--- src/rtl/foo_pipeline_rv_pkg.sv ---
// rtl/foo_pipeline_rv_pkg.sv - shared defaults and stage constants for foo_pipeline_rv
//
// Contents:
//   DEFAULT_WIDTH  default data width in bits (2 or more)
//   DEFAULT_DEPTH  default number of register ranks (3 or more)
//   STAGE0_INCR    increment applied by stage 0 to the full word
//   STAGE1_INCR    increment applied by stage 1 to bits [WIDTH-1:1]
package foo_pipeline_rv_pkg;

    localparam int DEFAULT_WIDTH = 32;
    localparam int DEFAULT_DEPTH = 3;

    localparam int STAGE0_INCR = 1;
    localparam int STAGE1_INCR = 1;

endpackage : foo_pipeline_rv_pkg

--- src/rtl/foo_pipeline_rv_rank.sv ---
// rtl/foo_pipeline_rv_rank.sv - one ready/valid register rank of foo_pipeline_rv
//
// Parameters:
//   WIDTH       data width in bits
// Ports:
//   clk         clock, all state updates on the rising edge
//   rst_n       synchronous active-low reset (clears valid)
//   up_valid    upstream valid feeding this rank
//   up_data     upstream data feeding this rank
//   down_ready  ready term of the next rank (or the consumer for the last rank)
//   ready       this rank can take a new item this cycle
//   valid       this rank holds an item
//   data        item held by this rank
// Build option:
//   FOO_PIPELINE_RV_DATA_RESET_EN  when defined the data register also resets to 0
module foo_pipeline_rv_rank
    import foo_pipeline_rv_pkg::*;
#(
    parameter int WIDTH = DEFAULT_WIDTH
) (
    input  logic             clk,
    input  logic             rst_n,
    input  logic             up_valid,
    input  logic [WIDTH-1:0] up_data,
    input  logic             down_ready,
    output logic             ready,
    output logic             valid,
    output logic [WIDTH-1:0] data
);

    // An empty rank can always load; a full one only if its item moves on.
    assign ready = ~valid | down_ready;

    always_ff @(posedge clk) begin
        if (!rst_n) begin
            valid <= 1'b0;
        end else if (ready) begin
            valid <= up_valid;
        end
    end

`ifdef FOO_PIPELINE_RV_DATA_RESET_EN
    always_ff @(posedge clk) begin
        if (!rst_n) begin
            data <= '0;
        end else if (ready && up_valid) begin
            data <= up_data;
        end
    end
`else
    // No reset on data: only the valid bit qualifies it.
    always_ff @(posedge clk) begin
        if (ready && up_valid) begin
            data <= up_data;
        end
    end
`endif

endmodule : foo_pipeline_rv_rank

--- src/rtl/foo_pipeline_rv.sv ---
// rtl/foo_pipeline_rv.sv - elastic ready/valid pipeline computing out = x + 3
//
// Parameters:
//   WIDTH      data width in bits (2 or more)
//   DEPTH      number of register ranks (3 or more)
// Ports:
//   clk        clock, all state updates on the rising edge
//   rst_n      synchronous active-low reset; clears every valid bit
//   x          operand
//   in_valid   x is valid this cycle
//   in_ready   x is accepted this cycle (combinational from out_ready)
//   out        result, (x + 3) mod 2^WIDTH
//   out_valid  out is valid this cycle
//   out_ready  consumer accepts out this cycle
// Build option:
//   FOO_PIPELINE_RV_DATA_RESET_EN  when defined data registers reset to 0 as well
//
// Rank 0 captures x, stage 0 (+1 on the full word) sits between ranks 0 and 1,
// stage 1 (+1 on bits [WIDTH-1:1], bit 0 passed through) sits between ranks 1
// and 2; further ranks are pure delay. The last rank drives out/out_valid.
module foo_pipeline_rv
    import foo_pipeline_rv_pkg::*;
#(
    parameter int WIDTH = DEFAULT_WIDTH,
    parameter int DEPTH = DEFAULT_DEPTH
) (
    input  logic             clk,
    input  logic             rst_n,
    input  logic [WIDTH-1:0] x,
    input  logic             in_valid,
    output logic             in_ready,
    output logic [WIDTH-1:0] out,
    output logic             out_valid,
    input  logic             out_ready
);

    logic [WIDTH-1:0] rank_data [DEPTH];
    logic [DEPTH-1:0] rank_valid;

    logic [WIDTH-1:0] stage0_sum;
    logic [WIDTH-1:0] stage1_sum;

    // Stage 0: full-word increment.
    assign stage0_sum = rank_data[0] + WIDTH'(STAGE0_INCR);

    // Stage 1: increment the upper WIDTH-1 bits (worth 2 each), keep bit 0.
    assign stage1_sum = {rank_data[1][WIDTH-1:1] + (WIDTH-1)'(STAGE1_INCR),
                         rank_data[1][0]};

    // The ready terms form a combinational chain from out_ready back to
    // in_ready; each rank keeps its own scalar so the chain stays acyclic
    // at the signal level.
    for (genvar k = 0; k < DEPTH; k++) begin : g_rank
        logic             rank_ready;
        logic             down_ready;
        logic             up_valid;
        logic [WIDTH-1:0] up_data;

        if (k == 0) begin : g_capture
            assign up_valid = in_valid;
            assign up_data  = x;
        end else if (k == 1) begin : g_stage0
            assign up_valid = rank_valid[0];
            assign up_data  = stage0_sum;
        end else if (k == 2) begin : g_stage1
            assign up_valid = rank_valid[1];
            assign up_data  = stage1_sum;
        end else begin : g_delay
            assign up_valid = rank_valid[k-1];
            assign up_data  = rank_data[k-1];
        end

        if (k == DEPTH - 1) begin : g_last
            assign down_ready = out_ready;
        end else begin : g_inner
            assign down_ready = g_rank[k+1].rank_ready;
        end

        foo_pipeline_rv_rank #(
            .WIDTH (WIDTH)
        ) u_rank (
            .clk        (clk),
            .rst_n      (rst_n),
            .up_valid   (up_valid),
            .up_data    (up_data),
            .down_ready (down_ready),
            .ready      (rank_ready),
            .valid      (rank_valid[k]),
            .data       (rank_data[k])
        );
    end

    assign in_ready  = g_rank[0].rank_ready;
    assign out       = rank_data[DEPTH-1];
    assign out_valid = rank_valid[DEPTH-1];

endmodule : foo_pipeline_rv
--- config.mk ---
export PLATFORM = sky130hd
export DESIGN_NAME = foo_pipeline_rv
export DESIGN_NICKNAME = d
export VERILOG_FILES = /design/src/rtl/foo_pipeline_rv_pkg.sv /design/src/rtl/foo_pipeline_rv_rank.sv /design/src/rtl/foo_pipeline_rv.sv
export SDC_FILE = /design/constraint.sdc
export NUM_CORES = 1
export LEC_CHECK = 0
export ABC_AREA = 1
export CAP_MARGIN = 20
export CORE_UTILIZATION = 45
export DETAILED_ROUTE_END_ITERATION = 7
export GPL_ROUTABILITY_DRIVEN = 0
export PLACE_DENSITY = 0.68
export SLEW_MARGIN = 40
export SYNTH_ARGS = -nofsm -noshare
export SYNTH_HDL_FRONTEND = slang
export SYNTH_SLANG_ARGS = --single-unit
--- constraint.sdc ---
create_clock -name clk -period 4.1 [get_ports clk]
set_input_delay 0.82 -clock clk [delete_from_list [all_inputs] [get_ports clk]]
set_output_delay 0.82 -clock clk [all_outputs]
set_load 0.02 [all_outputs]
==> results.txt <==
I/O Pins: 70
Ys async rst share: 0%
Hold path start: g_rank[1].u_rank.data[0]
Resized cells post-CTS: 0
First-pass GRT wire length: 13.8 mm
Post-Synth Adder-Cell Area: 0.512%
Maximum vdd drop: 151 uV
Grt ovf: 0
Initial Util: 46.9%
Top-count cell post-synth: nand2_1
Placed Cells: 690
Final WS setup: 1.13 ns
Fin. max-slew vios: 0
Least-Margin Pin Slew: 0.601 ns
Dpl hpwl: 6.42 mm
Post-CTS Hold Fix Bufs: 0
Synth Area in Simple Gates: 29.7%
Clock Latency Late Sink: 0.37 ns
CP Buf/Inv Count: 3
Largest family of logic cells by synthesized area: simple AND/OR/NAND/NOR gates
Pre-antenna DRT Iters: 4
Top post-synthesis cells by area: edfxtp_1, nand2_1, nor2_1
HP Class: flop to flop
Die ar.: 0.0113 sq mm
Crit path cell chain: clkdlybuf4s50_1 -> inv_1 -> nand2_1 -> nor2_1 -> nand2_1 -> clkdlybuf4s50_1
# setup viols final: 0
Total negative slack: 0 ns
Num rows: 37
Tcrit/Tclk final: 72.4%
Area share of xor/xnor cells in the synthesized design: 5.68%
Post-Route Utilization: 57.2%
Hold Path Stages: 0
Pre-CTS setup slack: 1.13 ns
YS warnings: 0
CTS Buffer Depth: 2
CTS tree: done
Clock root buffer: clkbuf_8
Fraction of layout cells with a size suffix above 1: 10.0%
Layout area overhead: 22.0%
Worst hold path endpoint: g_rank[2].u_rank.data[0]
Outcome: finished clean
H-Tree Depth: 3
Mux share of post-synthesis cell area: 0%
Most frequently used flop master after synthesis: edfxtp_1
Cell count of the worst reg-to-reg path: 8
Number of synthesized flops with an enable pin: 96
Top post-synthesis cells by count: nand2_1, edfxtp_1, nor2_1
Worst R2R Start: g_rank[0].u_rank.data[1]
Routed wire per std cell: 11.4 um
Via count: 3282
Antenna violations before repair: 0
Cell taking the most area after synthesis: edfxtp_1
Critical-path top delay cell: clkdlybuf4s50_1
Pleak: 0.00234 uW
Tmin final: 2.97 ns
Worst-path clk slew: 0.09 ns
Reg2Reg Setup Slack: 2.50 ns
WL final: 8.05 mm
Power Dens Cells: 329 mW/mm^2
Detail Route Antenna Nets: 0
Die height: 106 um
Sequential-to-total area share from yosys stat: 60.2%
Yosys top cell area share: 59.0%
Crit-path max FO: 3
RSZ-0062 raised after global routing: false
Largest net degree at the start of global routing: 33
CTS buffer count: 9
Netlist cell types: 20
PortBufs: 69
Maximum achievable frequency: 0.337 GHz
Setup bufs post-CTS: 0
Delay-heaviest family, CP: buffers and inverters
Die X: 106 um
Reg2reg end: g_rank[1].u_rank.data[30]
Critical path launch point type: primary input
Hold slack: 0.440 ns
Initial DRC count: 101
Vias in the first global route: 3245
Critical path endpoint category: primary output
Core Area: 0.0104 sq mm
Synth Net Count: 521
Synth Instances: 483
Seq cells post-synth: 99
Slew margin rel.: 59.9%
Fin. Hold Viols: 0
Post-route non-filler standard cell count: 706
Compound-Gate Fraction of Synth Area: 0.614%
Syn Std Cell Area: 0.00489 sq mm
Post-synthesis area per instance: 10.1 sq um
WP data arrival: 2.15 ns
Vias/cell: 4.65
# diodes: 0
Global Route Usage Sum: 15.8%
Slowest stage delay, CP: 0.60 ns
Nets@finish: 603
Clock tree sinks: 99
Skew final: 0.00771 ns
Crit Path Class: primary input to primary output
Max Cap Violations: 0
DRC: 0
Data required, critical path: 3.28 ns
## through the flow
step           power [uW]  instance area [sq um]
3_5_place_dp         1370                   5770
6_report             1960                   5960
2_1_floorplan        1300                   4890
4_1_cts              1980                   5960
5_1_grt              2040                   5960
3_3_place_gp         1370                   5770
## power breakdown
part           switching, uW  internal (uW)  total [uW]  leakage, uW
combinational           81.3           73.9         155      0.00132
clock                    327            282         609    0.0000901
sequential              33.3           1160        1190     0.000932
## state kept, by name, summed over array words and instances (netlist names)
signal	cells
g_rank.u_rank.data	96
g_rank.u_rank.valid	3
## cell type report
class | count | area [sq um]
clock buffers | 10 | 128
clock inverters | 6 | 66.3
fillers | 882 | 4450
inverters | 43 | 161
multi-input cells | 341 | 1790
flip-flops and latches | 99 | 2940
well taps | 136 | 170
repair buffers | 71 | 706
## worst max path at each step
stage | slack (ns) | end | depth (start not counted) | from
2_1_floorplan | 1.23 | g_rank[2].u_rank.data[0] | 2 | out_ready
3_3_place_gp | 1.14 | in_ready | 6 | out_ready
3_5_place_dp | 1.13 | in_ready | 6 | out_ready
4_1_cts | 1.13 | in_ready | 6 | out_ready
5_1_grt | 1.06 | in_ready | 6 | out_ready
6_report | 1.13 | in_ready | 6 | out_ready
## cells by family after synthesis
logic type               count (synthesis)
flip-flops                              99
AO/OA/AOI/OAI                            6
AND/OR/NAND/NOR                        303
buffers and inverters                   43
XOR/XNOR                                30
adder cells (fa/ha/maj)                  2
## layer usage
metal | global-route usage (%) | vias to the layer above | wire (um) | share of wire (%)
met3 | 3.80 | 14 | 378 | 4.7
met1 | 18.6 | 1465 | 3560 | 44
li1 | - | 1715 | - | -
met4 | 7.24 | 0 | 197 | 2.4
met5 | 0 | - | 0 | 0
met2 | 27.2 | 88 | 3920 | 49
## worst register-to-register path, delay by kind of cell, from the launching register on
family	cells	cell delay, ns
and+or+nand+nor	7	0.77
DFF	1	0.38
adders and majority gates	1	0.21
## cell usage in the layout, fill, tap and decap left out
master / instances
clkinvlp_4: 2
ha_1: 2
inv_2: 4
a21oi_2: 1
nand2_1: 176
inv_1: 39
nand3_1: 13
clkbuf_1: 1
xnor2_1: 10
nor2_1: 64
nor2_4: 12
nor2_2: 5
a21oi_1: 3
edfxtp_1: 96
xor2_1: 18
clkdlybuf4s50_1: 69
clkbuf_8: 9
xor2_2: 2
o21ai_0: 2
nand2_2: 9
nor2_8: 5
nand2_4: 2
clkinv_1: 1
nand2_8: 1
nand3b_1: 16
clkinv_4: 2
dfxtp_1: 3
buf_4: 2
bufinv_16: 1
Note: power is estimated with default switching activity, not from simulation.
